--- src/rtl/loop_issue.sv ---
// Counted-loop issuer: walks an index from 0 by step while it stays below bound,
// offering each index over a valid/ready handshake and flagging the final one.
module loop_issue #(
    parameter int WIDTH = 8
) (
    input  logic             clk,
    input  logic             rst,
    input  logic             start,
    input  logic [WIDTH-1:0] bound,
    input  logic [WIDTH-1:0] step,
    input  logic             iter_ready,
    output logic             iter_valid,
    output logic [WIDTH-1:0] iter_idx,
    output logic             iter_last,
    output logic             busy,
    output logic             finish,
    output logic             err
);

    typedef enum logic [1:0] {IDLE, ISSUE, DONE, ERR} state_t;

    state_t           state_reg;
    logic [WIDTH-1:0] idx_reg;
    logic [WIDTH-1:0] bound_reg;
    logic [WIDTH-1:0] step_reg;
    logic             valid_reg;
    logic             busy_reg;
    logic             finish_reg;
    logic             err_reg;

    logic [WIDTH:0]   sum_next;
    logic             at_end;
    logic             start_ok;
    logic             xfer;

    // One extra bit on the sum so an index near the top of the range never wraps
    // back below bound and spins forever.
    assign sum_next = {1'b0, idx_reg} + {1'b0, step_reg};
    assign at_end   = (sum_next >= {1'b0, bound_reg});
    assign start_ok = start && (state_reg != ISSUE);
    assign xfer     = valid_reg && iter_ready;

    always_ff @(posedge clk) begin
        if (rst) begin
            state_reg  <= IDLE;
            idx_reg    <= '0;
            bound_reg  <= '0;
            step_reg   <= '0;
            valid_reg  <= 1'b0;
            busy_reg   <= 1'b0;
            finish_reg <= 1'b0;
            err_reg    <= 1'b0;
        end else if (start_ok) begin
            bound_reg  <= bound;
            step_reg   <= step;
            idx_reg    <= '0;
            finish_reg <= 1'b0;
            err_reg    <= 1'b0;
            valid_reg  <= 1'b0;
            busy_reg   <= 1'b0;
            if (step == '0) begin
                state_reg <= ERR;
                err_reg   <= 1'b1;
            end else if (bound == '0) begin
                state_reg  <= DONE;
                finish_reg <= 1'b1;
            end else begin
                state_reg <= ISSUE;
                valid_reg <= 1'b1;
                busy_reg  <= 1'b1;
            end
        end else if (state_reg == ISSUE && xfer) begin
            if (at_end) begin
                state_reg  <= DONE;
                valid_reg  <= 1'b0;
                busy_reg   <= 1'b0;
                finish_reg <= 1'b1;
            end else begin
                idx_reg <= sum_next[WIDTH-1:0];
            end
        end
    end

    assign iter_valid = valid_reg;
    assign iter_idx   = idx_reg;
    assign iter_last  = valid_reg & at_end;
    assign busy       = busy_reg;
    assign finish     = finish_reg;
    assign err        = err_reg;

endmodule

--- config.mk ---
export PLATFORM = sky130hd
export DESIGN_NAME = loop_issue
export DESIGN_NICKNAME = d
export VERILOG_FILES = /design/src/rtl/loop_issue.sv
export SDC_FILE = /design/constraint.sdc
export NUM_CORES = 1
export LEC_CHECK = 0
export BUFFER_PORTS_ARGS = -buffer_cell sky130_fd_sc_hd__buf_2
export CAP_MARGIN = 15
export CORE_ASPECT_RATIO = 1.25
export CORE_MARGIN = 4
export CORE_UTILIZATION = 45
export CTS_BUF_LIST = sky130_fd_sc_hd__clkbuf_4 sky130_fd_sc_hd__clkbuf_8
export DETAILED_ROUTE_END_ITERATION = 16
export GPL_TIMING_DRIVEN = 1
export HOLD_SLACK_MARGIN = 0.02
export PLACE_DENSITY = 0.67
export SLEW_MARGIN = 15
export SYNTH_ARGS = -nofsm -noshare
export SYNTH_HDL_FRONTEND = slang
export SYNTH_SLANG_ARGS = --single-unit
export TNS_END_PERCENT = 50
--- constraint.sdc ---
create_clock -name clk -period 4.3 [get_ports clk]
set_input_delay 0.645 -clock clk [delete_from_list [all_inputs] [get_ports clk]]
set_output_delay 0.645 -clock clk [all_outputs]
set_load 0.01 [all_outputs]
# After elaboration in Yosys (flattened, before gate mapping)
# Cells that the tools add are included.
[word_totals]
regBits = 29
latchBits = 0
mem_bits_rw = 0
mem_bits_ro = 0
out_inout_bits = 13
n_memories = 0
[classes]
add_sub_neg = 1
mul = 0
div_mod_pow = 0
magnitude_cmp = 1
eq_ne = 2
shifts = 0
mux = 16
bitwise_logic = 2
reduce_logical = 10
[op_table]
columns = ["operator", "count"]
rows = [
  ["zero test 8 bit", 2],
  ["2-to-1 mux 1 bit", 11],
  ["2-to-1 mux 2 bit", 5],
  ["adder 8 x 8 -> 9 bit", 1],
  ["greater-or-equal comparator 9 x 8 -> 1 bit", 1],
  ["AND reduction 2 bit", 2],
  ["nonzero test 2 bit", 2],
  ["logical AND 1 bit", 3],
  ["equality test 2 x 1 -> 1 bit (second input constant)", 1],
  ["!= test 2 x 1 -> 1 bit (second input constant)", 1],
  ["OR reduction 2 bit", 1],
  ["bitwise AND 1 bit", 1],
  ["inverter 1 bit", 1],
]

# Logic depth before layout (Yosys ltp)
[depth]
word_depth = 5
mapped_depth = 14
depth_no_buf = 13

# Least setup slack after synthesis
# No wires, ideal clock.
[synth_timing]
kind = "reg2out"
from = "register idx_reg[0] (netlist: iter_idx[0])"
to = "output port iter_last"
t_arrival_ps = 2683
required_ps = 3655
setup_slack_ps = 972
path_stages_with_launch = 14
cell_sequence = "dfxtp_1 > ha_1 > inv_1 > fa_1 > nor2b_4 > o31a_4 > o22ai_1 > xnor2_1 > ha_1 > nand4_1 > a21oi_1 > o31ai_2 > nand3_1 > and2_1"
[synth_via]
elab_chain_len = 3
[synth_lines]
columns = ["element", "line", "source"]
rows = [
  ["from (decl)", "23", "logic [WIDTH-1:0] idx_reg;"],
  ["from (signal assigned)", "79", "idx_reg <= sum_next[WIDTH-1:0];"],
  ["adder 8 x 8 -> 9 bit", "38", "assign sum_next = {1'b0, idx_reg} + {1'b0, step_reg};"],
  ["net sum_next[6]", "31", "logic [WIDTH:0] sum_next;"],
  ["greater-or-equal comparator 9 x 8 -> 1 bit", "39", "assign at_end = (sum_next >= {1'b0, bound_reg});"],
  ["bitwise AND 1 bit", "86", "assign iter_last = valid_reg & at_end;"],
  ["to (decl)", "14", "output logic iter_last,"],
]
# The timed path passes the listed nets, and every way through them passes these cells.

# Worst setup path after layout
# Same ends and word-level chain as after synthesis.

==> reports/results.tsv <==
metric	value	unit
layout cell share with drive strength beyond 1	0.2120	
GR Util met1	0.2167	
unrepaired setup endpoints after global routing	false	
CTS Hold Bufs	0	
via count	1605	
CP Data Required Time	3650	ps
crit path buf inv count	2	
post-cts gate resize count	0	
global-route wire length before repair	6.768	mm
Die H	78.23	um
met2 GRT Util	0.2865	
DIE AREA	5020	um^2
Pwr Density	361.6	nW/um^2
M3 GR Usage	0.04292	
Core ar.	3785	um^2
crit path cell chain	ha_1 -> inv_1 -> fa_1 -> nor2b_4 -> o31a_4 -> o22ai_1 -> xnor2_1 -> ha_1 -> nand4_1 -> a21oi_1 -> o31ai_2 -> nand3_1 -> and2_1 -> buf_2	
# port buffers	32	
Die Wd	64.18	um
CTS Buffer Depth	2	
Post-Syn Area	1775	um^2
via/cell ratio	5.280	
CTS root buffer	clkbuf_8	
wire per inst	13.32	um
cell taking the most area after synthesis	dfxtp_1	
n_diodes	0	
Initial DRT Pass Iterations	5	
fin crit period	3897	ps
ranking of synthesized cells by area	dfxtp_1 (33%), ha_1 (11%), nand2_1 (10%), a21oi_1 (5.9%), mux2i_1 (3.4%)	
Seq/Total Area, Yosys	0.3270	
Synth Area per Inst	8.220	um^2
Post-Syn Instances	216	
DPL Wire Length	3.143	mm
CTS clock-pin slew for the worst setup and hold paths	70	ps
io pins	33	
yosys warns	0	
initial antenna violation count	0	
gr usage total	0.1715	
EDFF count, synth	0	
area share of the largest cell type after synthesis	0.3270	
largest net degree at the start of global routing	26	
CP dominant cell by count	ha_1	
Fin. Hold Viols	0	
postcts setup bufs	0	
clk_skew	8.348	ps
H-tree levels	2	
TritonCTS sink count	29	
antenna violation net count after detailed routing	0	
Startpoint Class	register	
Hold Slack	454.6	ps
Synth Flop Type	dfxtp_1	
worst-margin pin slew	802.5	ps
total global routing overflow	0	
Slowest cell on crit path	fa_1	
Fin Setup TNS	0	ps
most frequent cell after synthesis	nand2_1	
area delta synth->final	16.14	%
CTS Buf Count	5	
Post-Syn Nets	253	
peak supply drop	0.2769	mV
Clock Latency Late Sink	280	ps
CP Capture Type	output pin	
top cells by count, synth	nand2_1 (49), dfxtp_1 (29), a21oi_1 (21)	
fmax	256.6	MHz
CTS tree	yes	
max_slew headroom	0.4630	
CP max stage delay	440	ps
post-synthesis register bit count	29	
Yosys cell types	53	
Leakage	0.8914	nW
CP top delay family	adder cells	
Final Slew Violations	0	
Layout Nets	286	
type of the worst setup path	reg -> out	
worst hold path type	reg -> reg	
status	complete, no violations	
Final setup violation count	0	
Worst Path Max Fanout	6	
period utilisation layout	0.9063	
Max-Cap Viols	0	
residual DRC count	0	
asr flop ratio synth	0	
starting density of the core	0.4691	
Core Rows	25	
WL final	4.048	mm
fillers	387	
Top Usage Layer GRT	met2	
DR iter-0 viols	57	
GP Congestion	0.8380	
vias in the first global route	1488	
Critical Path AT	3250	ps
-- path summary, 6_finish.rpt --
check / startpoint / end / slack, ps / cells after the start
worst min register to register: bound_reg[3]$_SDFFE_PP0P_ / bound_reg[3]$_SDFFE_PP0P_ / 450 / 2
worst max register to register: iter_idx[0]$_SDFFE_PP0P_ / iter_idx[3]$_SDFFE_PP0P_ / 990 / 13
worst min-delay path: bound_reg[3]$_SDFFE_PP0P_ / bound_reg[3]$_SDFFE_PP0P_ / 450 / 2
worst max-delay path: iter_idx[0]$_SDFFE_PP0P_ / iter_last / 400 / 14
-- stage by stage --
step | power (mW) | utilization | instance area (um^2) | worst slack [ps] | std cells
6_report | 0.7455 | 0.5448 | 2062 | 402.8 | 304
5_1_grt | 0.7929 | 0.5448 | 2062 | 134.5 | 304
4_1_cts | 0.7501 | 0.5448 | 2062 | 399.0 | 304
3_5_place_dp | 0.5302 | 0.5220 | 1976 | 728.3 | 296
3_3_place_gp | 0.5269 | 0.5220 | 1976 | 757.5 | 296
2_1_floorplan | 0.4722 | - | 1775 | 972.0 | 216
-- cells by family after synthesis --
| kind of cell | synth area share |
|---|---|
| AO/OA/AOI/OAI | 0.2241 |
| XOR/XNOR | 0.009868 |
| adder cells (fa/ha/maj) | 0.1240 |
| buffers and inverters | 0.05566 |
| flip-flops | 0.3270 |
| multiplexers | 0.03383 |
| AND/OR/NAND/NOR | 0.2255 |
-- worst register-to-register path: stages (launching register included) --
cell	delay, ps
dfxtp_1	340
ha_1	190
inv_1	60
fa_1	440
nor2b_4	140
o31a_4	150
o22ai_1	100
xnor2_1	210
ha_1	280
nand4_1	90
a21oi_1	60
o31ai_2	400
and3_1	550
mux2i_1	240
-- final cells by class --
type / instances / area, um^2 / share of cell area
Multi-Input combinational cell: 164 / 1096 / 0.5316
Sequential cell: 29 / 580.6 / 0.2816
Timing Repair Buffer: 34 / 175.2 / 0.08495
Clock buffer: 6 / 76.32 / 0.03701
Tap cell: 54 / 67.56 / 0.03277
Inverter: 15 / 56.30 / 0.02731
Clock inverter: 2 / 10.01 / 0.004854
-- layer usage --
layer  up-vias  wire length, um
li1        830                -
met1       733             1819
met2        38             1987
met3         4              199
met4         0               42
met5         -                0
-- where the power goes --
group | switching (mW) | internal (mW) | total (mW)
Combinational | 0.128 | 0.0854 | 0.213
Clock | 0.103 | 0.118 | 0.221
Sequential | 0.0177 | 0.293 | 0.311
Total | 0.249 | 0.497 | 0.746
-- placed cells by master, fill, tap and decap left out, types with 2 or more instances in the layout --
cell and n:
and2_1 2, nand2_1 49, o31ai_1 2, nor2b_1 2, nand3_1 4, xnor2_1 2
a21oi_1 21, mux2i_1 6, clkinv_2 2, nor3_1 2, a31oi_1 3, dfxtp_1 29
nor4_1 4, nand4_1 2, a211oi_1 4, o32a_1 2, clkbuf_8 5, inv_1 14
o21ai_0 4, buf_2 32, nor2_1 10, ha_1 16, buf_4 2, o21a_1 2
(Power assumes the default switching activity.)
